File: src/rtl/regfile_scoreboard.sv
// regfile_scoreboard: register file with write-through bypass and an in-flight write scoreboard
module regfile_scoreboard #(
  parameter int DATA_W = 32,
  parameter int ADDR_W = 5,
  parameter int NRD = 2,
  parameter int MAX_OUT = 3,
  parameter bit ZERO_REG = 1'b1
) (
  input  logic                  clk,
  input  logic                  rst_n,
  input  logic [NRD*ADDR_W-1:0] rd_addr,
  input  logic [NRD-1:0]        rd_use,
  output logic [NRD*DATA_W-1:0] rd_data,
  output logic [NRD-1:0]        rd_busy,
  output logic                  stall,
  input  logic                  iss_valid,
  input  logic                  iss_wr_en,
  input  logic [ADDR_W-1:0]     iss_wr_addr,
  input  logic                  wb_en,
  input  logic [ADDR_W-1:0]     wb_addr,
  input  logic [DATA_W-1:0]     wb_data,
  input  logic                  flush,
  output logic                  sb_overflow
);
  localparam int NREG = 2**ADDR_W;
  localparam int CW = $clog2(MAX_OUT+1);
  localparam logic [CW-1:0] MAX_C = CW'(MAX_OUT);
  logic [DATA_W-1:0] regs [NREG];
  logic [CW-1:0] cnt [NREG];
  logic [ADDR_W-1:0] ra [NRD];
  logic [NRD-1:0] zr, hit;
  logic [NREG-1:0] inc, dec;
  logic iss_fire, wb_ret, ovf;
  always_comb begin
    for (int i = 0; i < NRD; i++) begin
      ra[i] = rd_addr[i*ADDR_W +: ADDR_W];
      zr[i] = ZERO_REG && ra[i] == '0;
      hit[i] = wb_en && wb_addr == ra[i];
      rd_busy[i] = !zr[i] && cnt[ra[i]] != '0 && !hit[i];
    end
  end
  assign stall = |(rd_busy & rd_use);
  assign iss_fire = iss_valid && !stall && !flush && iss_wr_en && !(ZERO_REG && iss_wr_addr == '0);
  assign wb_ret = wb_en && !(ZERO_REG && wb_addr == '0);
  // an issue and a retire to the same register cancel, so only an unmatched issue can overflow
  assign ovf = iss_fire && !(wb_ret && wb_addr == iss_wr_addr) && cnt[iss_wr_addr] == MAX_C;
  always_comb begin
    for (int r = 0; r < NREG; r++) begin
      inc[r] = iss_fire && iss_wr_addr == ADDR_W'(r);
      dec[r] = wb_ret && wb_addr == ADDR_W'(r);
    end
  end
  always_ff @(posedge clk or negedge rst_n) begin
    if (!rst_n) begin
      for (int r = 0; r < NREG; r++) cnt[r] <= '0;
      sb_overflow <= 1'b0;
    end else begin
      sb_overflow <= sb_overflow | ovf;
      for (int r = 0; r < NREG; r++) begin
        if (flush) cnt[r] <= '0;
        else if (inc[r] && !dec[r] && cnt[r] != MAX_C) cnt[r] <= cnt[r] + 1'b1;
        else if (dec[r] && !inc[r] && cnt[r] != '0) cnt[r] <= cnt[r] - 1'b1;
      end
    end
  end
  always_ff @(posedge clk or negedge rst_n) begin
    if (!rst_n) begin
      for (int r = 0; r < NREG; r++) regs[r] <= '0;
    end else if (wb_ret) begin
      regs[wb_addr] <= wb_data;
    end
  end
  always_ff @(posedge clk or negedge rst_n) begin
    if (!rst_n) begin
      rd_data <= '0;
    end else begin
      for (int i = 0; i < NRD; i++)
        rd_data[i*DATA_W +: DATA_W] <= zr[i] ? '0 : hit[i] ? wb_data : regs[ra[i]];
    end
  end
endmodule

File: config.mk
export PLATFORM = sky130hd
export DESIGN_NAME = regfile_scoreboard
export DESIGN_NICKNAME = d
export VERILOG_FILES = /design/src/rtl/regfile_scoreboard.sv
export SDC_FILE = /design/constraint.sdc
export NUM_CORES = 2
export LEC_CHECK = 0
export BUFFER_PORTS_ARGS = -buffer_cell sky130_fd_sc_hd__buf_2
export CORE_UTILIZATION = 45
export DETAILED_ROUTE_END_ITERATION = 8
export SETUP_SLACK_MARGIN = 0.3
export SYNTH_ARGS = -nofsm -noshare
export SYNTH_HDL_FRONTEND = slang
export SYNTH_SLANG_ARGS = --single-unit
File: constraint.sdc
create_clock -name clk -period 3.27 [get_ports clk]
set_input_delay 0.4905 -clock clk [delete_from_list [all_inputs] [get_ports clk]]
set_output_delay 0.4905 -clock clk [all_outputs]
set_load 0.02 [all_outputs]
==> metrics.yaml <==
status:
  outcome: "complete, no violations"
layout:
  post_layout_nonfiller_instances: 7242
  nets: 5402
  drive_above_1_share: 0.330
  synthToLayoutAreaGrowth_pct: 13.6
  fill_cells: 11600
placement:
  dp_cells: 6963
  gp_congestion: 0.896
  dpl.hpwl_um: 125000
  numPortBuffers: 127
yosys:
  synthCells: 5337
  async_reset_ff_frac: 1.00
  synth_xor_xnor_area_share: 0.00197
  synth_seq_area_share: 0.464
  synth_top_family_by_area: "multiplexers"
  synth_fp_nets: 5397
  synth_compound_area_frac: 0.0432
  synth_fa_ha_area_frac: 0
  synthSimpleGateAreaFrac: 0.131
  syn_area_per_cell_um2: 11.7
  synth-seq-cells: 1153
  yosys_warnings: 0
  synthFlopType: "dfrtp_1"
  synthMuxAreaShare: 0.322
  syn-cell-area_um2: 62200
  synth_edf_count: 0
  synth.distinct_cells: 71
routing:
  dr.pass1.iters: 5
  drtAntennaViolNets: 0
  viasPerCell: 6.37
  post-route-drc-count: 0
  vias: 46100
  detail_route.wl_per_cell_um: 29.3
  wl_um: 212000
  drtIter0Drc: 5785
clock_network:
  clock_latency_ns: 0.80
  clockBufferDepth: 3
  cts_tree: "built"
  cts.htree.levels: 4
  cts_buffers: 133
  root_buffer: "clkbuf_16"
  cts.clk_slew.worst_paths_ns: 0.06
  cts_sinks: 1153
setup_path:
  cp.depth: 8
  startpoint_type: "register"
  critPathKind: "reg -> out"
  max_stage_delay_ns: 0.46
  cp_top_family: "simple AND/OR/NAND/NOR gates"
  cp_cell_sequence: "or3b_2 > a21oi_1 > o32a_1 > nand2_1 > a22o_4 > nor2_4 > inv_2 > buf_6"
  cp-startpoint: "cnt[21]"
  cp.required_ns: 2.78
  crit_fanout: 7
  r2r_slack_ns: 0.44
  worstPathArrival_ns: 2.68
  regToRegEndpoint: "cnt[59]"
  path_buf_inv: 2
  reg2reg_depth: 11
  critPathCaptureType: "primary output"
  rr_startpoint: "cnt[2]"
  critPathSlowestCell: "or3b_2"
timing:
  fin_crit_sh: 0.969
  max_freq_mhz: 316
  hold_viol: 0
  worstMarginPinSlew_ns: 1.04
  tns_ns: 0
  slew_violations: 0
  fin_skew_ns: 0.0293
  rsz0062_at_grt: "true"
  timing.slew.headroom: 0.310
  finalSetupViolCount: 0
  period_needed_ns: 3.17
power_and_ir_drop:
  peakVddDrop_uv: 366
  powerDensity_nw_per_um2: 604
  switching_power_mw: 11.9
  internal_power_mw: 30.8
  p_sw_frac: 0.278
  p_comb_frac: 0.189
  p_clk_frac: 0.373
  p_leak_nw: 32.3
  pwr-share-seq: 0.438
run:
  maxCapViolCount: 0
floorplan:
  start_util: 0.453
  die_w_um: 374
  die_y_um: 374
  io_pins: 128
  num_rows: 136
  core_um2: 137000
  dieArea_um2: 140000
grt:
  grt_max_degree: 92
  grt_pass1_vias: 46400
  grtUsageTotal: 0.307
  grt_pass1_wl_um: 315000
  grt_overflow_total: 0
  antenna_found_initial: 9
worst_hold_path:
  hold_start: "wb_data[20]"
  whs_path_depth: 3
  hold_class: "in -> reg"
  min_to: "regs[884]"
## what timing repair did
item / CTS / global route
setup buffers: 30 / 7
setup endpoints to repair: 3 / 5
endpoints found under the hold margin: 36 / 0
hold buffers: 1 / 0
pin swaps: 13 / 6
resized for setup: 48 / 12
## power by group through the flow
stage,Clock [mW],Combinational (mW),Sequential (mW)
final,15.9,8.08,18.7
after CTS,16.1,8.08,18.6
after global routing,16.7,8.72,19.0
after floorplan,0,5.81,18.4
after global placement,0,7.84,18.7
after detailed placement,0,8.03,18.9
## worst max path at each step
stage                  end
2_1_floorplan  rd_data[14]
3_3_place_gp         stall
3_5_place_dp         stall
4_1_cts              stall
5_1_grt         rd_busy[1]
6_report             stall
## cell usage in the layout (no fill, tap or decap), types with 29 or more instances in the layout
master / n
dfrtp_1: 1126
nand2_1: 1625
buf_4: 202
mux4_2: 575
clkbuf_16: 137
nand3_1: 32
buf_2: 113
o211ai_1: 29
buf_12: 62
o21ai_0: 48
a211oi_1: 83
a221oi_1: 38
a21oi_1: 118
mux2i_1: 147
mux2_2: 492
nor2_1: 158
## synth_stat cells (12+ instances only)
cell type	instances	area (µm²)
nand2_1	1653	6200
dfrtp_1	1153	28900
mux4_2	573	12900
mux2_2	492	5540
clkbuf_1	376	1410
nor2_1	179	672
mux2i_1	147	1470
a21oi_1	119	596
a211oi_1	84	631
buf_2	79	395
o21ai_0	49	245
a221oi_1	38	333
nand3_1	33	165
o211ai_1	29	218
and2_1	28	175
buf_4	27	203
nor3_1	25	125
a22oi_1	19	143
buf_6	16	180
buf_1	15	56.3
inv_1	12	45.0
nor3b_1	12	90.1
## routing by layer
metal / track usage / share of wire
met5: 0 / 0.00016
met4: 0.129 / 0.043
met3: 0.0808 / 0.11
met2: 0.456 / 0.45
met1: 0.427 / 0.40
## flip-flops by register name (all words and copies together) (netlist names)
register / cells
rd_data: 64
sb_overflow: 1
regs: 1024
cnt: 64
## layout make-up
cell class | instances | area (µm²) | share of cell area
inverter | 13 | 51.3 | 0.000726
clock inverter | 52 | 728 | 0.0103
multi-input combinational | 3653 | 31400 | 0.445
clock buffer | 187 | 3880 | 0.0548
sequential | 1153 | 28900 | 0.409
antenna | 2 | 5.00 | 0.0000708
timing repair buffer | 388 | 3460 | 0.0490
tap | 1794 | 2240 | 0.0318
## cell families (layout without fill, tap and decap cells)
group / after synthesis / after routing
XOR/XNOR: 14 / 14
AO/OA/AOI/OAI: 396 / 396
other: 0 / 2
flip-flops: 1153 / 1153
AND/OR/NAND/NOR: 2024 / 2024
buffers and inverters: 531 / 640
multiplexers: 1219 / 1219
## through the flow
| step | power (mW) | hold WS, ns | cell area, µm² | setup WS, ns | util |
|---|---|---|---|---|---|
| 2_1_floorplan | 24.2 | 0.195 | 62200 | 0.616 | - |
| 3_3_place_gp | 26.6 | 0.377 | 65600 | 0.0982 | 0.478 |
| 3_5_place_dp | 26.9 | 0.383 | 65600 | 0.153 | 0.478 |
| 4_1_cts | 42.8 | 0.153 | 70600 | 0.0248 | 0.514 |
| 5_1_grt | 44.4 | 0.199 | 70700 | 0.0278 | 0.515 |
| 6_report | 42.7 | 0.197 | 70700 | 0.102 | 0.515 |
## worst register-to-register path, delay by kind of cell, from the launching register on
kind,cells,cell delay [ns]
simple gates,5,1.27
buf+inv,3,0.50
compound gates,3,0.51
flops,1,0.45
(Power assumes the default switching activity.)
